## src/rtl/shreg_seq.sv

```systemverilog
// Serial shift sequencer: loads a parallel word on start, shifts it out LSB-first
// while shifting sin in at the MSB, then returns the captured word with a done pulse.
//
// state | meaning
// ------+------------------------------------------------------------
// IDLE  | waiting for start; outputs quiet except the held dout
// SHIFT | one shift per edge; cnt counts down to the final shift
// DONE  | single-cycle done pulse, then back to IDLE unconditionally
module shreg_seq #(
    parameter int WIDTH = 8,
    parameter int CNT_W = 4
) (
    input  logic             clk,
    input  logic             clr,
    input  logic             start,
    input  logic [WIDTH-1:0] din,
    input  logic [CNT_W-1:0] len,
    input  logic             abort,
    input  logic             sin,
    output logic             sout,
    output logic             shift_en,
    output logic             busy,
    output logic             done,
    output logic [WIDTH-1:0] dout
);

    typedef enum logic [1:0] {
        IDLE  = 2'd0,
        SHIFT = 2'd1,
        DONE  = 2'd2
    } state_t;

    localparam logic [CNT_W-1:0] WIDTH_C = CNT_W'(WIDTH);
    localparam logic [CNT_W-1:0] ONE_C   = CNT_W'(1);

    state_t           state;
    logic [WIDTH-1:0] sreg;
    logic [WIDTH-1:0] sreg_nxt;
    logic [CNT_W-1:0] cnt;
    logic [CNT_W-1:0] eff_len;

    // zero and oversize lengths both mean a full-width transfer
    always_comb begin
        eff_len = len;
        if (len == '0 || len > WIDTH_C) begin
            eff_len = WIDTH_C;
        end
    end

    assign sreg_nxt = {sin, sreg[WIDTH-1:1]};
    assign sout     = shift_en & sreg[0];

    always_ff @(posedge clk or posedge clr) begin
        if (clr) begin
            state    <= IDLE;
            sreg     <= '0;
            cnt      <= '0;
            dout     <= '0;
            done     <= 1'b0;
            busy     <= 1'b0;
            shift_en <= 1'b0;
        end else begin
            case (state)
                IDLE: begin
                    done <= 1'b0;
                    if (start) begin
                        sreg     <= din;
                        cnt      <= eff_len;
                        state    <= SHIFT;
                        busy     <= 1'b1;
                        shift_en <= 1'b1;
                    end
                end
                SHIFT: begin
                    if (abort) begin
                        cnt      <= '0;
                        state    <= IDLE;
                        busy     <= 1'b0;
                        shift_en <= 1'b0;
                    end else begin
                        sreg <= sreg_nxt;
                        cnt  <= cnt - ONE_C;
                        if (cnt == ONE_C) begin
                            dout     <= sreg_nxt;
                            state    <= DONE;
                            done     <= 1'b1;
                            shift_en <= 1'b0;
                        end
                    end
                end
                DONE: begin
                    state <= IDLE;
                    done  <= 1'b0;
                    busy  <= 1'b0;
                end
                default: begin
                    state    <= IDLE;
                    done     <= 1'b0;
                    busy     <= 1'b0;
                    shift_en <= 1'b0;
                end
            endcase
        end
    end

endmodule

```

## config.mk

```make
export PLATFORM = sky130hd
export DESIGN_NAME = shreg_seq
export DESIGN_NICKNAME = d
export VERILOG_FILES = /design/src/rtl/shreg_seq.sv
export SDC_FILE = /design/constraint.sdc
export NUM_CORES = 1
export LEC_CHECK = 0
export CAP_MARGIN = 20
export CORE_MARGIN = 4
export CORE_UTILIZATION = 49
export DETAILED_ROUTE_END_ITERATION = 12
export MAX_ROUTING_LAYER = met4
export PLACE_DENSITY = 0.74
export SKIP_CTS_REPAIR_TIMING = 1
export SYNTH_ARGS = -nofsm -noshare
export SYNTH_HDL_FRONTEND = slang
export SYNTH_SLANG_ARGS = --single-unit
```

## constraint.sdc

```tcl
create_clock -name clk -period 1.7 [get_ports clk]
set_input_delay 0.17 -clock clk [delete_from_list [all_inputs] [get_ports clk]]
set_output_delay 0.17 -clock clk [all_outputs]
set_load 0.05 [all_outputs]
```

Yosys cells after proc, flatten, opt, wreduce, memory -nomap -nowiden --
Index checks and enable logic that the tools add are counted.
Cells by class: bitwise operators 3, multipliers 0, shifts and indexed selects 0, muxes and demuxes 20, divide/modulo/power cells 0, $add $sub $neg 1, eq/ne operators 8, reductions and logical operators 11, magnitude comparators 1
Operators with widths (count):
- $mux W8 | 2
- $pmux W8 S2 | 1
- $mux W4 | 3
- $reduce_and A3 Y1 | 3
- $ne A2 B2 Y1 const B | 4
- $pmux W4 S2 | 1
- $reduce_and A2 Y1 | 4
- $mux W1 | 7
- $mux W2 | 3
- $eq A4 B1 Y1 const B | 1
- $gt A4 B4 Y1 const B | 1
- $logic_not A4 Y1 | 1
- $pmux W2 S2 | 1
- $sub A4 B1 Y4 const B | 1
- $ne A3 B3 Y1 const B | 1
- $pmux W1 S3 | 1
- $eq A2 B1 Y1 const B | 1
- $eq A2 B2 Y1 const B | 1
- $logic_not A2 Y1 | 1
- $not A1 Y1 | 2
- $pmux W1 S2 | 1
- $reduce_bool A2 Y1 | 1
- $and A1 B1 Y1 | 1
- $logic_or A1 B1 Y1 | 1
Storage, ports and cells: RAM bits 0, latch bits 0, memories 0, bits of input ports 17, output and inout bits 12, word-level logic and storage cells 51, bits in read-only memories 0, flip-flop bits (word level) 25

Longest topological paths before layout --
Gate-level depths: netlist of the first run.
word-level depth 5, gate-level depth with buffers 5, gate-level depth less buffers 5

Least setup slack after synthesis of the first run --
Ideal clock, no wire load.
kind flip-flop to flip-flop, start register cnt[1], end register dout[5], setup slack 0.180 ns, arrival 1.392 ns, cell stages (with the launch flop) 6, setup time 0.128 ns, clock period less this slack 1.520 ns, required time 1.572 ns, buffers on the path 0, cell sequence dfrtp_1 inv_1 ha_1 nor3b_1 nand2_2 mux2_1
Between the ends: longest elaborated chain between the ends 2
Ends and longest elaborated chain:
- start: declaration | RTL line 39 | logic [CNT_W-1:0] cnt;
- start signal: assignment | RTL line 68 | cnt <= eff_len;
- start signal: assignment | RTL line 82 | cnt <= cnt - ONE_C;
- $eq A4 B1 Y1 | RTL line 83 | if (cnt == ONE_C) begin
- $reduce_and A3 Y1 (no line)
- end signal: assignment | RTL line 84 | dout <= sreg_nxt;
- end: declaration | RTL line 24 | output logic [WIDTH-1:0] dout
Every way passes these cells. A chain may end at the register's enable or synchronous reset.

Worst setup path after layout of the first run --
start register state[0], end register dout[5]
Between the ends: longest elaborated chain between the ends 2
Ends and longest elaborated chain:
- start: declaration | RTL line 36 | state_t state;
- start signal: assignment | RTL line 55 | state <= IDLE;
- start signal: assignment | RTL line 69 | state <= SHIFT;
- start signal: assignment | RTL line 77 | state <= IDLE;
- $eq A2 B1 Y1 | RTL line 63 | case (state)
- $reduce_and A3 Y1 (no line)
Every way passes these cells.

==> metrics.txt, run 1 <==
Crit Path Class flip-flop to flip-flop; number of CTS-inserted buffers 3; Setup Skew 0.00929 ns; CTS Sinks 25; IO Pins 29; n_diodes 0; post-synth top area share 0.486; Final Hold Fails 0; initial DRC count 39; CP Data Required Time 1.92 ns; FF/Latch Area 626 um^2; Design Area, Final 0.00169 mm^2; max_cap viols 0; dpl hpwl 1.92 mm; PortBufs 28; syn_nets 117; GR Overflow Total 0; synth unique cells 33; area of the multi-input gates 604 um^2; root buf cell clkbuf_4; largest net degree at the start of global routing 18; nets@finish 153; fmax 0.638 GHz; clock latency on the worst-skew pair 0.31 ns; global routing usage on met2 0.276; pre-CTS setup slack 0.0373 ns; DIE AREA 0.00351 mm^2; Synth Warn # 0; TNS Setup 0 ns; width of the die 59.2 um; CP top delay family flip-flops; Total Routed Length 2.57 mm; mapped cell area 0.00129 mm^2; unrepaired setup endpoints after global routing no; total leakage power 0.000890 uW; Pre-antenna DRT Iters 4; slowest CP cell dfrtp_1; met3 GRT Util 0.0218; die height 59.2 um; VDD IR max 1.10 mV; vias in the first global route 967; cells after synthesis 98; Area Overhead vs Synth 31.7%; clock edge transition at the registers on the reported setup and hold paths 0.15 ns; largest cells by area after synthesis dfrtp_1 (49%), mux2_4 (12%), mux2_2 (11%); Post-DP Area 0.00164 mm^2; synthesized flop and latch total 25; final number of setup-violating endpoints 0; PD cells 1790 mW/mm^2; cell taking the most area after synthesis dfrtp_1; layout cell share with drive strength beyond 1 0.331; worst-path fanout max 10; status finished clean; Worst Hold Class primary input to async pin; TritonCTS clock tree done; Final Max Slew Viols 0; Setup WS post-layout 0.132 ns; H-tree level count 1; # DRC 0; Routed wire per std cell 15.7 um; global route hottest layer met2; Seq/Total Area, Yosys 0.486; ANT nets after route 0; CP cell instances nor3b_4 > nand2_2 > mux2_1; Initial Utilization 0.515; Mapped Avg Cell Area 13.1 um^2; Worst Path Buf+Inv 0; initial antenna violation count 0; Site Rows 18; Clock Path Buffers 2; met1 usage 0.220; CP Capture Type flip-flop; Final min period 1.57 ns; critical path's largest stage delay 0.57 ns; Filler cells 183; CP Data Arrival Time 1.79 ns; Least-Margin Pin Slew 0.515 ns; Via density 5.32; first-pass GRT wire length 4.44 mm; GRT Total Usage 0.171; routed via count 867; Startpoint Class flip-flop; fin crit share 0.923; Slew Limit Headroom 0.656; Core ar. 0.00250 mm^2; routability cong. 0.889
-- synthesized netlist by cell type, drive strengths merged --
cell / instances
nor2b: 1
a21oi: 3
ha: 2
dfrtp: 25
nor2: 2
o31ai: 1
nor4b: 2
o31a: 2
inv: 7
o21ai: 4
and2: 1
nand2: 5
o21bai: 1
or3: 1
a21o: 1
a32oi: 2
nor4: 1
buf: 4
mux2: 24
nor3b: 2
nor3: 1
a211o: 1
nand2b: 4
a221o: 1
-- layout make-up --
type / count / share of cell area
Clock buffer: 3 / 0.0133
Clock inverter: 1 / 0.00295
Inverter: 7 / 0.0155
Multi-Input combinational cell: 62 / 0.357
Sequential cell: 25 / 0.369
Tap cell: 30 / 0.0222
Timing Repair Buffer: 35 / 0.220
-- path summary, 6_finish.rpt --
kind | cells after the start | slack [ns] | start | to
hold reg to reg | 1 | 0.52 | dout[5] | dout[5]
min in group clk | 2 | 0.49 | sin | dout[7]
setup / recovery | 3 | 0.13 | state[0] | dout[5]
max in group asynchronous | 3 | 1.14 | clr | dout[1]
setup reg to reg | 3 | 0.13 | state[0] | dout[5]
hold / removal | 2 | 0.13 | clr | dout[6]
-- layer usage --
metal,vias up,part of all wire
met3,2,0.056
met4,0,0.0074
met2,27,0.48
met5,-,0
li1,417,-
met1,421,0.46
-- layout by cell type, fill, tap and decap left out, drive strengths merged --
master,count
a211o,1
a21o,1
a21oi,3
a221o,1
a32oi,2
and2,1
buf,10
clkbuf,3
clkdlybuf4s50,16
clkinv,1
dfrtp,25
dlymetal6s2s,9
ha,2
inv,7
mux2,24
nand2,5
nand2b,4
nor2,2
nor2b,1
nor3,1
nor3b,2
nor4,1
nor4b,2
o21ai,4
o21bai,1
o31a,2
o31ai,1
or3,1
-- logic make-up after synthesis --
group,share of synthesized area
compound gates,0.0963
fa+ha+maj,0.0195
buf+inv,0.0477
flops,0.486
mux,0.239
simple gates,0.111
-- report_power, final --
group / total, uW / internal (uW) / switching [uW]
sequential: 1080 / 866 / 210
clock: 268 / 87.9 / 180
combinational: 1690 / 808 / 878
total: 3030 / 1760 / 1270
-- flip-flops by register name (all words and copies together) (netlist names) --
signal,count
state,2
dout,8
cnt,4
sreg,8
busy,1
shift_en,1
done,1
-- worst reg2reg max path, cell delays in order (launching register included) --
cell and delay, ns:
dfrtp_1 0.57, nor3b_4 0.32, nand2_2 0.22, mux2_1 0.36
-- per-stage QoR --
stage / cells / hold slack [ns] / utilization / total power, uW
floorplan: 98 / 0.197 / - / 2300
global placement: 159 / 0.487 / 0.656 / 2760
detailed placement: 159 / 0.486 / 0.656 / 2790
CTS: 163 / 0.133 / 0.667 / 3070
global route: 163 / 0.145 / 0.678 / 3220
finish: 163 / 0.125 / 0.678 / 3030
(Power assumes the default switching activity.)
==> inputs of run 2 (changes only) <==
Settings changed: TNS_END_PERCENT from default to 1.
==> results of run 2 <==
The final DEF is identical to that of run 1; final timing and power are the same.
==> inputs of run 3 (changes only) <==
Settings changed: SLEW_MARGIN from default to 15.
==> results of run 3 <==
The final DEF is identical to that of run 1; final timing and power are the same.
